**src/rtl/optical_flow_pkg.sv**
```systemverilog
`default_nettype none
// ============================================================================
// optical_flow_pkg : frame constants and state encoding shared by the flow
//                    pipeline (warper, residual stage, flow estimator)
// Revision: 1.0
// ============================================================================
package optical_flow_pkg;

  localparam int PIXEL_WIDTH  = 8;
  localparam int WIDTH        = 160;
  localparam int HEIGHT       = 120;
  localparam int FRAME_PIXELS = WIDTH * HEIGHT;
  localparam int ADDR_WIDTH   = 17;

  typedef enum logic [1:0] {
    ST_IDLE  = 2'd0,
    ST_RUN   = 2'd1,
    ST_DRAIN = 2'd2,
    ST_DONE  = 2'd3
  } residual_state_e;

endpackage
`default_nettype wire

```
**src/rtl/warp_residual_abs_diff.sv**
```systemverilog
`default_nettype none
// ============================================================================
// abs_diff : combinational absolute difference of two pixels plus a strict
//            "difference above threshold" flag
// Revision: 1.0
// ============================================================================
module abs_diff #(
  parameter int PIXEL_WIDTH = 8
) (
  input  logic [PIXEL_WIDTH-1:0] i_a,
  input  logic [PIXEL_WIDTH-1:0] i_b,
  input  logic [PIXEL_WIDTH-1:0] i_thresh,
  output logic [PIXEL_WIDTH-1:0] o_diff,
  output logic                   o_over
);

  localparam logic [PIXEL_WIDTH-1:0] c_one = PIXEL_WIDTH'(1);

  logic [PIXEL_WIDTH:0] w_sub;

  // The extra MSB is the borrow; when set, negating the low bits gives b-a.
  assign w_sub  = {1'b0, i_a} - {1'b0, i_b};
  assign o_diff = w_sub[PIXEL_WIDTH] ? (~w_sub[PIXEL_WIDTH-1:0] + c_one)
                                     : w_sub[PIXEL_WIDTH-1:0];
  assign o_over = (o_diff > i_thresh);

endmodule
`default_nettype wire

```
**src/rtl/warp_residual.sv**
```systemverilog
`default_nettype none
// ============================================================================
// warp_residual : streams warped and reference frames, writes |warped-ref|
//                 to the residual BRAM and accumulates SAD / outlier count
// Revision: 1.0
// ============================================================================
module warp_residual #(
  parameter int PIXEL_WIDTH = optical_flow_pkg::PIXEL_WIDTH,
  parameter int WIDTH       = optical_flow_pkg::WIDTH,
  parameter int HEIGHT      = optical_flow_pkg::HEIGHT,
  parameter int ADDR_WIDTH  = optical_flow_pkg::ADDR_WIDTH,
  parameter int SUM_WIDTH   = 24
) (
  input  logic                   clk,
  input  logic                   rst,
  input  logic                   start,
  input  logic [PIXEL_WIDTH-1:0] thresh,
  output logic                   busy,
  output logic                   done,
  output logic [ADDR_WIDTH-1:0]  rd_addr,
  output logic                   rd_re,
  input  logic [PIXEL_WIDTH-1:0] warped_pixel_data,
  input  logic [PIXEL_WIDTH-1:0] ref_pixel_data,
  output logic [ADDR_WIDTH-1:0]  res_addr,
  output logic [PIXEL_WIDTH-1:0] res_data,
  output logic                   res_we,
  output logic [SUM_WIDTH-1:0]   sad_sum,
  output logic [ADDR_WIDTH-1:0]  outlier_count
);

  import optical_flow_pkg::*;

  localparam logic [ADDR_WIDTH-1:0] c_last_addr = ADDR_WIDTH'(WIDTH * HEIGHT - 1);

  residual_state_e r_state;
  residual_state_e w_next;

  logic                   r_busy;
  logic                   r_done;
  logic                   r_drain;
  logic [PIXEL_WIDTH-1:0] r_thresh;
  logic                   r_rd_re;
  logic [ADDR_WIDTH-1:0]  r_rd_addr;
  logic                   r_v1;
  logic [ADDR_WIDTH-1:0]  r_a1;
  logic                   r_res_we;
  logic [ADDR_WIDTH-1:0]  r_res_addr;
  logic [PIXEL_WIDTH-1:0] r_res_data;
  logic [SUM_WIDTH-1:0]   r_sad_sum;
  logic [ADDR_WIDTH-1:0]  r_outlier_count;

  logic [PIXEL_WIDTH-1:0] w_diff;
  logic                   w_over;

  abs_diff #(
    .PIXEL_WIDTH (PIXEL_WIDTH)
  ) u_abs_diff (
    .i_a      (warped_pixel_data),
    .i_b      (ref_pixel_data),
    .i_thresh (r_thresh),
    .o_diff   (w_diff),
    .o_over   (w_over)
  );

  always_comb begin
    w_next = r_state;
    case (r_state)
      ST_IDLE:  if (start) w_next = ST_RUN;
      ST_RUN:   if (r_rd_addr == c_last_addr) w_next = ST_DRAIN;
      ST_DRAIN: if (r_drain) w_next = ST_DONE;
      ST_DONE:  w_next = ST_IDLE;
      default:  w_next = ST_IDLE;
    endcase
  end

  always_ff @(posedge clk) begin
    if (rst) begin
      r_state         <= ST_IDLE;
      r_busy          <= 1'b0;
      r_done          <= 1'b0;
      r_drain         <= 1'b0;
      r_thresh        <= '0;
      r_rd_re         <= 1'b0;
      r_rd_addr       <= '0;
      r_v1            <= 1'b0;
      r_a1            <= '0;
      r_res_we        <= 1'b0;
      r_res_addr      <= '0;
      r_res_data      <= '0;
      r_sad_sum       <= '0;
      r_outlier_count <= '0;
    end else begin
      r_state  <= w_next;
      r_busy   <= (w_next != ST_IDLE);
      r_done   <= (w_next == ST_DONE);
      r_drain  <= (r_state == ST_DRAIN) ? ~r_drain : 1'b0;
      // Read-latency stage: data for r_a1 is on the BRAM outputs this cycle.
      r_v1     <= r_rd_re;
      r_a1     <= r_rd_addr;
      r_res_we <= r_v1;

      if ((r_state == ST_IDLE) && start) begin
        r_thresh        <= thresh;
        r_rd_re         <= 1'b1;
        r_rd_addr       <= '0;
        r_sad_sum       <= '0;
        r_outlier_count <= '0;
      end else begin
        if (r_state == ST_RUN) begin
          if (r_rd_addr == c_last_addr) begin
            r_rd_re   <= 1'b0;
            r_rd_addr <= '0;
          end else begin
            r_rd_addr <= r_rd_addr + ADDR_WIDTH'(1);
          end
        end
        if (r_v1) begin
          r_res_addr      <= r_a1;
          r_res_data      <= w_diff;
          r_sad_sum       <= r_sad_sum + SUM_WIDTH'(w_diff);
          r_outlier_count <= r_outlier_count + ADDR_WIDTH'(w_over);
        end
      end
    end
  end

  assign busy          = r_busy;
  assign done          = r_done;
  assign rd_addr       = r_rd_addr;
  assign rd_re         = r_rd_re;
  assign res_addr      = r_res_addr;
  assign res_data      = r_res_data;
  assign res_we        = r_res_we;
  assign sad_sum       = r_sad_sum;
  assign outlier_count = r_outlier_count;

endmodule
`default_nettype wire

```
**config.mk**
```make
export PLATFORM = sky130hd
export DESIGN_NAME = warp_residual
export DESIGN_NICKNAME = d
export VERILOG_FILES = /design/src/rtl/optical_flow_pkg.sv /design/src/rtl/warp_residual_abs_diff.sv /design/src/rtl/warp_residual.sv
export SDC_FILE = /design/constraint.sdc
export NUM_CORES = 1
export LEC_CHECK = 0
export CAP_MARGIN = 0
export CORE_MARGIN = 1
export CORE_UTILIZATION = 55
export CTS_BUF_LIST = sky130_fd_sc_hd__clkbuf_16
export DETAILED_ROUTE_END_ITERATION = 8
export HOLD_SLACK_MARGIN = 0.02
export PLACE_DENSITY = 0.85
export RECOVER_POWER = 100
export SYNTH_ARGS = -nofsm -noshare
export SYNTH_HDL_FRONTEND = slang
export SYNTH_SLANG_ARGS = --single-unit
```
**constraint.sdc**
```tcl
create_clock -name clk -period 7.3 [get_ports clk]
set_input_delay 1.095 -clock clk [delete_from_list [all_inputs] [get_ports clk]]
set_output_delay 1.095 -clock clk [all_outputs]
set_load 0.02 [all_outputs]
```
Yosys cells after proc, flatten, opt, wreduce, memory -nomap -nowiden. Cells that the tools add are included.

Latch bits: 0. Logic and storage cells: 47. Bits in registers: 116. ROM bits: 0. Input port bits: 27. Memories kept: 0. Memory bits (writable): 0.

Shift operators: 0. Reduce and logical (&&, ||, !) cells: 9. Bitwise gates (word level): 4. Eq/ne operators: 5. Multiplexer cells: 9. $lt $le $gt $ge: 1. $add $sub $neg: 5. Div/mod/pow operators: 0. Multipliers: 0.

Operators by type and width (number): adder 24 x 8 -> 24 bit (1); adder 17 x 1 -> 17 bit (1); adder 17 x 1 -> 17 bit, second input constant (1); equality test 17 x 15 -> 1 bit, second input constant (1); two-way mux 17 bit (1); subtractor 8 x 8 -> 9 bit (1); adder 8 x 1 -> 8 bit, second input constant (1); greater-than comparator 8 bit (1); two-way mux 8 bit (1); NOT 8 bit (1); case mux 2 bit (4 select lines) (1); equality test 2 bit, second input constant (3); two-way mux 2 bit (3); nonzero test 2 bit (3); AND reduction 2 bit (2); OR reduction 2 bit (2); two-way mux 1 bit (3); NOT 1 bit (3); equality test 2 x 1 -> 1 bit, second input constant (1); zero test 2 bit (1); logical AND 1 bit (1).

Depth between registers and ports, before layout.
Depth after elaboration: 6. Depth in mapped cells: 25.

By module. A second synthesis with hierarchy kept.

Cells, all modules: 629. Area, all modules: 5515.3 sq um.

Modules (own cells, without submodules): warp_residual (instances 1, sequential area each 2322.2 sq um, area each 4797.1 sq um, cells an instance 533); abs_diff (instances 1, sequential area each 0.0 sq um, area each 718.2 sq um, cells an instance 96).

Worst setup path before layout. OpenSTA, ideal clock, no wires.

Kind: in2reg. Start point: in warped_pixel_data[0]. End point: reg r_outlier_count[14], in the netlist outlier_count[14]. Cell stages on the path: 24. Arrival: 4745 ps. Setup time: 128 ps. Setup slack: 2428 ps. Cell sequence: inv_1 ha_1 fa_1 nand2b_1 a21oi_2 a31oi_2 o21ai_2 nand2_1 o21a_1 ha_1 nor2b_1 o21a_1 o21ai_0 nand2b_1 a21oi_1 o21ai_0 o31a_1 ha_1 ha_1 nand4_1 nor3_1 nand3_1 xor2_1 nor2_1.

Word-level cells in the longest chain between the ends: 6.

Ends and longest elaborated chain: start, declared (RTL line warp_residual.sv:22) `input logic [PIXEL_WIDTH-1:0] warped_pixel_data,`; subtractor 8 x 8 -> 9 bit * (RTL line warp_residual_abs_diff.sv:22) `assign w_sub = {1'b0, i_a} - {1'b0, i_b};`; NOT 8 bit (RTL line warp_residual_abs_diff.sv:23) `assign o_diff = w_sub[PIXEL_WIDTH] ? (~w_sub[PIXEL_WIDTH-1:0] + c_one)`; adder 8 x 1 -> 8 bit (RTL line warp_residual_abs_diff.sv:23); two-way mux 8 bit * (RTL line warp_residual_abs_diff.sv:23); named net u_abs_diff.o_diff[1] (RTL line warp_residual_abs_diff.sv:13) `output logic [PIXEL_WIDTH-1:0] o_diff,`; greater-than comparator 8 bit * (RTL line warp_residual_abs_diff.sv:25) `assign o_over = (o_diff > i_thresh);`; adder 17 x 1 -> 17 bit * (RTL line warp_residual.sv:121) `r_outlier_count <= r_outlier_count + ADDR_WIDTH'(w_over);`; end signal, assigned (RTL line warp_residual.sv:121); end, declared (RTL line warp_residual.sv:50) `logic [ADDR_WIDTH-1:0] r_outlier_count;`.

Mark *: on every way through the listed nets, which the timed path passes. The rest lies on a longest branch. A chain may end at the register's enable or synchronous reset.

Worst setup path after layout. Same ends and word-level chain as after synthesis.

==> metrics.csv <==
stage;metric;value;unit
timing;worst_pin_slew;2.63;ns
timing;finalCritPeriodShare;85.2;%
detailed_routing;ant_nets;0;
clock_network;postCtsResizedCells;0;
clock_network;path_clk_slew;0.06;ns
synth;ys.flop_type;dfxtp_1;
placed_design;globalplace.congestion;0.899;
grt;grt_pass1_wl;21.0;mm
timing;slew_violations;62;
synth;ys_types;50;
detailed_routing;drc;0;
clock_network;cts_setup_buffers;0;
synth;synthCells;611;
clock_network;clkLatencyLatePin;0.40;ns
synth;synth_area;0.00533;mm^2
timing;finalSetupTns;0;ns
synth;synth_edf_count;0;
grt;grt_start_max_net_pins;62;
pwr;vdd_drop_max;0.197;mV
synth;ys_ff_latch;116;
critical_path;crit_fanout;9;
clock_network;cts_buffers;17;
flow_run;cap_violations;1;
floorplanning;start_util;57.1;%
detailed_routing;wirelength;12.9;mm
timing;slew_headroom;-75.2;%
critical_path;arrival;6.47;ns
timing;fmax;161;MHz
timing;finalClockSkew;0.0110;ns
finish;diodes;0;
placed_design;place_hpwl;8.71;mm
clock_network;cts.hold.buffers_added;0;
detailed_routing;vias;4612;
synth;synthArstFlopShare;0;%
synth;seq_area_frac_synth;43.6;%
clock_network;cts_max_path_buffers;2;
timing;final-setup-viol-count;0;
critical_path;cp.required;7.55;ns
finish;drive_gt1_share;5.03;%
detailed_routing;vias_per_cell;5.34;
grt;antenna_found_initial;0;
floorplanning;std_cell_rows;35;
detailed_routing;first_iter_violations;148;
outcome;violations;capacitance limit, slew limit;
clock_network;cts.sink_count;116;
clock_network;cts-htree-levels;4;
timing;finalHoldViolCount;0;
placed_design;portBuffers;113;
floorplanning;dieHeight;100;um
critical_path;crit_type;primary input to register;
synth;avgSynthCellArea;8.72;um^2
floorplanning;die_x;100;um
clock_network;cts_tree;yes;
pwr;power;1.69;mW
critical_path;cp-start-kind;primary input;
finish;fin_nets;779;
grt;grt_pass1_vias;4478;
pwr;power_density;240;mW/mm^2
synth;syn_nets;668;
timing;finalHoldWorstSlack;0.431;ns
grt;grt_use_total;26.4;%
hold_path;hp-class;register to register;
synth;yosysTopAreaCell;dfxtp_1;
critical_path;crit_path_end_kind;register;
floorplanning;core;0.00933;mm^2
synth;yosysMostFrequentCell;dfxtp_1;
synth;synth_common_cells;116 x dfxtp_1, 82 x nor2_1, 76 x nand2_1;
pwr;p_leak;2.92;nW
synth;synth_area_leaders;dfxtp_1 44%, ha_1 6.6%, nor2_1 5.8%;
floorplanning;dieArea;0.0101;mm^2
synth;yosysTopAreaCellShare;43.6;%
timing;fin_crit;6.22;ns
floorplanning;ioPinCount;114;
finish;syn2layout_area_growth;32.5;%
timing;rsz0062_at_grt;false;
grt;gr-total-overflow;0;
synth;yosysWarnings;0;
detailed_routing;dr.pass1.iters;4;
detailed_routing;wl_per_cell;14.9;um
clock_network;cts_root_buf;clkbuf_16;
outcome;outcome;finished, violations left;
[state kept, by name (all words and copies together), names as in the netlist]
name,flops
outlier_count,17
rd_addr,17
r_a1,17
res_we,1
done,1
res_data,8
sad_sum,24
rd_re,1
res_addr,17
r_state,2
r_v1,1
busy,1
r_drain,1
r_thresh,8
[stage by stage]
step	setup slack (ns)	utilization [%]	std cells	instance area (um^2)
CTS	1.61	76.0	864	7090
global route	0.652	75.6	864	7050
floorplan	2.43	-	611	5330
global placement	1.64	70.1	832	6540
detailed placement	1.32	70.1	832	6540
finish	1.08	75.6	864	7050
[report_power, final]
part | internal (mW) | total (mW) | switching, mW
logic | 0.112 | 0.264 | 0.152
clock network | 0.468 | 0.772 | 0.303
registers | 0.644 | 0.654 | 0.0101
[kinds of logic after synthesis]
kind of cell,synth area share (%)
XOR/XNOR,9.80
adder cells (fa/ha/maj),7.33
flip-flops,43.6
multiplexers,1.69
buffers and inverters,3.38
AO/OA/AOI/OAI,10.9
AND/OR/NAND/NOR,23.2
[area by class of cell]
cell class | instances | area, um^2
Inverter | 24 | 90.1
Clock buffer | 17 | 425
Timing Repair Buffer | 115 | 1130
Tap cell | 129 | 161
Multi-Input combinational cell | 448 | 2790
Fill cell | 683 | 2270
Sequential cell | 116 | 2320
Clock inverter | 15 | 130
[path summary, 6_finish.rpt]
path	from	end	slack [ns]	cells past startpoint
min	r_a1[0]	res_addr[0]	0.43	2
min reg2reg	r_a1[0]	res_addr[0]	0.43	2
max	warped_pixel_data[0]	outlier_count[14]	1.08	25
max reg2reg	r_thresh[1]	outlier_count[14]	4.13	16
[layout by cell type, fill, tap and decap left out, types with 4 or more instances in the layout]
cell,n
mux2i_1,9
clkbuf_16,17
o21ai_0,12
inv_6,4
a211oi_1,6
nand2b_1,10
nor3b_1,7
clkdlybuf4s50_1,24
a21o_1,7
dfxtp_1,116
and3_1,6
nor2_1,82
nand4_1,9
nand2_1,76
a31oi_1,4
xor2_1,27
inv_1,24
o21bai_1,4
o21a_1,4
a21oi_1,47
clkinvlp_4,5
xnor2_1,28
ha_1,28
nor2b_1,24
dlygate4sd3_1,88
nand3_1,16
nor3_1,12
[layer usage]
layer  GRT usage (%)  vias to the layer above  wire length (um)
met5               0                        -                 0
met4            9.36                        0                92
met3            7.17                        7               567
met2            45.0                      116              6520
met1            32.1                     2208              5710
li1                -                     2281                 -
[worst max-delay path, stage by stage]
cell           delay (ns)
dlygate4sd3_1        0.52
inv_1                0.04
ha_1                 0.21
fa_1                 0.41
nand2b_1             0.16
a21oi_1              0.22
a31oi_2              0.14
o21ai_0              0.66
nand2_1              0.18
o21a_1               0.20
ha_1                 0.32
nor2b_1              0.16
o21a_1               0.12
o21ai_0              0.07
nand2b_1             0.09
a21oi_1              0.07
o21ai_0              0.20
o31a_1               0.19
ha_1                 0.20
ha_1                 0.18
nand4_1              0.21
nor3_1               0.42
nand3_1              0.16
xor2_1               0.17
nor2_1               0.06
(Power assumes the default switching activity.)
==> edit 1: new RTL, same flow settings <==
`PIXEL_WIDTH` is set to 8 in 2 places; all go to 10.
--- a/src/rtl/optical_flow_pkg.sv
+++ b/src/rtl/optical_flow_pkg.sv
@@ -6,7 +6,7 @@
 // ============================================================================
 package optical_flow_pkg;
 
-  localparam int PIXEL_WIDTH  = 8;
+  localparam int PIXEL_WIDTH  = 10;
   localparam int WIDTH        = 160;
   localparam int HEIGHT       = 120;
   localparam int FRAME_PIXELS = WIDTH * HEIGHT;
--- a/src/rtl/warp_residual_abs_diff.sv
+++ b/src/rtl/warp_residual_abs_diff.sv
@@ -5,7 +5,7 @@
 // Revision: 1.0
 // ============================================================================
 module abs_diff #(
-  parameter int PIXEL_WIDTH = 8
+  parameter int PIXEL_WIDTH = 10
 ) (
   input  logic [PIXEL_WIDTH-1:0] i_a,
   input  logic [PIXEL_WIDTH-1:0] i_b,
Ports: changed (resized ref_pixel_data, res_data, thresh and warped_pixel_data); port bits go from 114 to 122. No check against the original RTL was run, so the function may have changed too.
==> edit 1 against the unedited design <==
The run still ends with capacitance limit, slew limit left; die area up 12%; wire length up 18%; sequential power up 3.5%; synthesized area up 12%; global-route usage up 1.7 points; first-iteration DRC count rose to 2.6 times the old value; design area up 11%; clock skew down 0.0038 ns; setup slack better by 0.10 ns; power up 8.6%; sequential cell count up 4; count of clock-buffer cells in the layout unchanged.
==> edit 1: results (changes against the unedited design) <==
status=finished with violations; failing checks=capacitance limit, slew limit; Met1 Routed Length=6400 um (+12%); Setup Skew=0.00719 ns (-0.00385 ns); max-cap violations=2 (+1); reg2reg path depth=9 (-7); vias in the first global route=5,492 (+23%); Reg area=2400 sq um (+3.4%); Synth Area per Inst=8.45 sq um (-3.1%); DP Area=7250 sq um (+11%); sequential share of the synthesized area=40.2% (-3.4 points); multi-input combinational area share=42.2% (+2.6 points); DR iter-0 viols=390 (+160%); pin count of the biggest net entering global routing=63 (+1.6%); met2 routed WL=7480 um (+15%); fill cell count=744 (+8.9%); WP data arrival=6.35 ns (-0.12 ns); number of vias per cell=5.66 (+6.1%); clock network power share=44.4% (-1.3 points); I/O Buffers=121 (+7.1%); Post-Syn Nets=777 (+16%); Finished Layout Cells=974 (+13%); synth cell count leaders=dfxtp_1, nand2_1, nor2_1; DR WL met3=973 um (+72%); Post-Place Cells=942 (+13%); VDD IR max=0.164 mV (-17%); share of cells above drive strength 1=6.92% (+1.9 points); drt pass-1 iters=5 (+1); Core Area=10,400 sq um (+12%); number of distinct library cells after synthesis=64 (+28%); routed wire length=15,200 um (+18%); clk pwr=0.815 mW (+5.6%); Rel. slew slack=-73.5% (+1.7 points); global placement routability congestion=0.973 (+8.2%); Multi-Input Combinational=524 (+17%); Worst-path clk slew=0.06 ns (about the same); Setup WS pre-CTS=1.24 ns (-0.0804 ns); first-pass GRT wire length=25,100 um (+20%); ClkCell Share=7.41% (-0.47 points); leakage power=3.28 nW (+12%); Tot GR Track Use=28.2% (+1.7 points); nets@finish=894 (+15%); nonclk buf count=126 (+9.6%); flops & latches, synth=120 (+3.4%); dpl hpwl=10,800 um (+24%); fin. max-slew vios=101 (+63%); Signal buf overhead=15.7% (-0.33 points); Seq/total area=30.8% (-2.1 points)
edit 1: changes by cell type after synthesis, sizes merged, moves of 5 or more:
cell,before,now
clkbuf,21,26
a21o,7,12
o211ai,1,6
ha,28,34
or3,2,8
nand2b,10,5
o21ai,13,24
xnor2,29,18
inv,24,36
a21oi,47,59
nor2,82,74
nand4,9,17
nand2,76,95
edit 1: kinds of logic (layout without fill, tap and decap cells):
group	after synthesis	after routing	synth area share, %
buffers and inverters	64	194	4.73
XOR/XNOR	49	49	7.30
adder cells (fa/ha/maj)	36	36	7.78
AND/OR/NAND/NOR	288	288	23.2
multiplexers	5	5	0.837
AO/OA/AOI/OAI	146	146	16.0
flip-flops	120	120	40.2
edit 1: worst max-delay path: stages:
cell and delay [ns]:
dlygate4sd3_1 0.52, inv_1 0.04, ha_1 0.22, fa_1 0.40
nor2b_1 0.22, o21a_1 0.24, nor3_1 0.07, o21ai_0 0.19
clkbuf_1 0.43, a31oi_1 0.12, xnor2_1 0.33, inv_1 0.15
ha_1 0.30, nand4_1 0.15, nor3_1 0.20, nor4_1 0.08
a31oi_1 0.25, ha_1 0.22, ha_1 0.16, nand4_1 0.19
nor3_1 0.40, nand3_1 0.16, xor2_1 0.17, nor2_1 0.05
edit 1: layer usage:
layer / global-route usage [%] / up-vias
li1: - / 2673
met1: 33.4 / 2571
met2: 48.1 / 236
met3: 5.70 / 36
met4: 14.3 / 0
met5: 0 / -
edit 1: final timing paths:
kind / from / to / slack (ns)
worst min register to register: r_a1[6] / res_addr[6] / 0.44
worst max-delay path: warped_pixel_data[0] / outlier_count[16] / 1.19
worst max register to register: sad_sum[0] / sad_sum[18] / 4.18
worst min-delay path: r_a1[6] / res_addr[6] / 0.44
==> edit 2: new RTL, same settings <==
Without the edit above. Remove the register `r_done`: a continuous assignment takes its place, so the output `done` follows one clock earlier.
--- a/src/rtl/warp_residual.sv
+++ b/src/rtl/warp_residual.sv
@@ -77,7 +77,6 @@
     if (rst) begin
       r_state         <= ST_IDLE;
       r_busy          <= 1'b0;
-      r_done          <= 1'b0;
       r_drain         <= 1'b0;
       r_thresh        <= '0;
       r_rd_re         <= 1'b0;
@@ -92,7 +91,6 @@
     end else begin
       r_state  <= w_next;
       r_busy   <= (w_next != ST_IDLE);
-      r_done   <= (w_next == ST_DONE);
       r_drain  <= (r_state == ST_DRAIN) ? ~r_drain : 1'b0;
       // Read-latency stage: data for r_a1 is on the BRAM outputs this cycle.
       r_v1     <= r_rd_re;
@@ -124,6 +122,8 @@
     end
   end
 
+  assign r_done = (w_next == ST_DONE);
+
   assign busy          = r_busy;
   assign done          = r_done;
   assign rd_addr       = r_rd_addr;
Function: no difference found for any inputs over 4 cycles, from zero or initial values and one cycle with rst high; that may be too few to reach the edited logic, so the function may still have changed.
==> edit 2 against the unedited design <==
The run still ends with capacitance limit, slew limit left; power grew 3.0%; final cell count rose by 1.2%; sequential cell count down 1; wire length increased by 6.1%; largest cell class unchanged; fmax increased by 4.5%; design area up 1.1%; via count is 4.1% higher; register-to-register slack improved by 0.12 ns; critical path type unchanged; synthesized area hardly changed; setup slack improved by 0.27 ns.
==> edit 2: results (changes against the unedited design) <==
Setup Skew=0.00879 ns (-0.00226 ns); later-pin clock latency in the skew report=0.41 ns; first-pass GRT wire length=22,300 um (+6.5%); sequential share of the synthesized area=43.2% (-0.41 points); initial antenna violation count=0 (unchanged); failing checks=capacitance limit, slew limit; vias in the first global route=4,827 (+7.8%); YS warnings=0 (unchanged); Tightest Hold Check Type=register to register; Post-Place Cells=842 (+1.2%); status=finished with violations; max-cap violations=2 (+1); crit-path leading delay family=adder cells; Slowest cell on crit path=a2111oi_0; VDD IR max=0.154 mV (-22%); Setup WS pre-CTS=1.39 ns (+0.0674 ns); nets@finish=789 (+1.3%); Synth Area per Inst=8.58 sq um (-1.5%); Post-Syn Nets=678 (+1.5%); fin. max-slew vios=106 (+71%); pin count of the biggest net entering global routing=58 (-6.5%); H-Tree Depth=4 (unchanged); Finished Layout Cells=874 (+1.2%); DR iter-0 viols=198 (+34%); routed wire length=13,700 um (+6.1%); synth cell count leaders=dfxtp_1, nor2_1, nand2_1; synth top area cells=dfxtp_1, ha_1, nor2_1; Resize count post-CTS=0 (unchanged); number of vias per cell=5.50 (+2.9%); share of cells above drive strength 1=5.23% (+0.20 points); leakage power=2.98 nW (+2.1%); max incr delay on CP=0.71 ns (+0.05 ns); CP Max Fanout=4 (-5); global placement routability congestion=0.886 (-1.4%); Tot GR Track Use=28.3% (+1.9 points); dpl hpwl=9210 um (+5.8%); Rel. slew slack=-61.3% (+14 points); number of distinct library cells after synthesis=56 (+12%); drt pass-1 iters=5 (+1); WP data arrival=6.17 ns (-0.30 ns); # Post-CTS Setup Buffers=0 (unchanged)
[edit 2: cell types whose count changed in the layout (fill, tap and decap cells not counted), sizes merged, moves of 5 or more]
cell | unedited run | this run
nand4 | 9 | 18
nor3 | 12 | 7
inv | 28 | 36
nor3b | 7 | 1
xor2 | 27 | 35
xnor2 | 29 | 18
[edit 2: final timing paths]
check / from / slack [ns] / end / cells past startpoint
max: warped_pixel_data[0] / 1.35 / outlier_count[14] / 22
min: r_drain / 0.44 / r_drain / 1
max reg2reg: r_state[0] / 4.25 / rd_addr[2] / 5
min reg2reg: r_drain / 0.44 / r_drain / 1
[edit 2: worst reg2reg max path, cell delays in order, from the launching register on]
cell and delay (ns):
dfxtp_1 0.33, nor2_1 0.16, nand2_1 0.31, nand2b_1 1.37
nand2b_1 0.61, nor2_1 0.12
[edit 2: cells by family (layout without fill, tap and decap cells)]
| family | after synthesis | count (layout) | share of synthesized area (%) |
|---|---|---|---|
| adders and majority gates | 30 | 30 | 7.33 |
| DFF | 115 | 115 | 43.2 |
| and+or+nand+nor | 266 | 266 | 23.7 |
| xor gates and xnor gates | 53 | 53 | 8.71 |
| muxes | 9 | 9 | 1.78 |
| buffers and inverters | 54 | 178 | 3.83 |
| AOI/OAI and AO/OA | 94 | 94 | 11.5 |
[edit 2: layer usage]
metal / routed length [um] / track usage (%) / vias to the layer above
met2: 7140 / 52.5 / 135
li1: - / - / 2328
met5: 0 / 0 / -
met3: 604 / 6.89 / 30
met4: 335 / 12.4 / 0
met1: 5600 / 30.3 / 2310
[edit 2: area by class of cell]
class,instances,area [sq um]
clock buffer,17,425
clock inverter,15,181
fill,665,2200
inverter,32,120
multi-input combinational,452,2810
sequential,115,2300
tap,129,161
timing repair buffer,114,1130
[edit 2: per-stage QoR]
stage          util, %  hold WS (ns)  cell area (sq um)
2_1_floorplan        -         0.400               5330
3_3_place_gp      70.2         0.407               6550
3_5_place_dp      70.2         0.430               6550
4_1_cts           76.7         0.438               7150
5_1_grt           76.4         0.452               7130
6_report          76.4         0.435               7130
[edit 2: report_power, final]
| part | internal [mW] | switching [mW] |
|---|---|---|
| sequential | 0.638 | 0.00907 |
| clock | 0.540 | 0.304 |
| combinational | 0.106 | 0.143 |
| total | 1.28 | 0.456 |
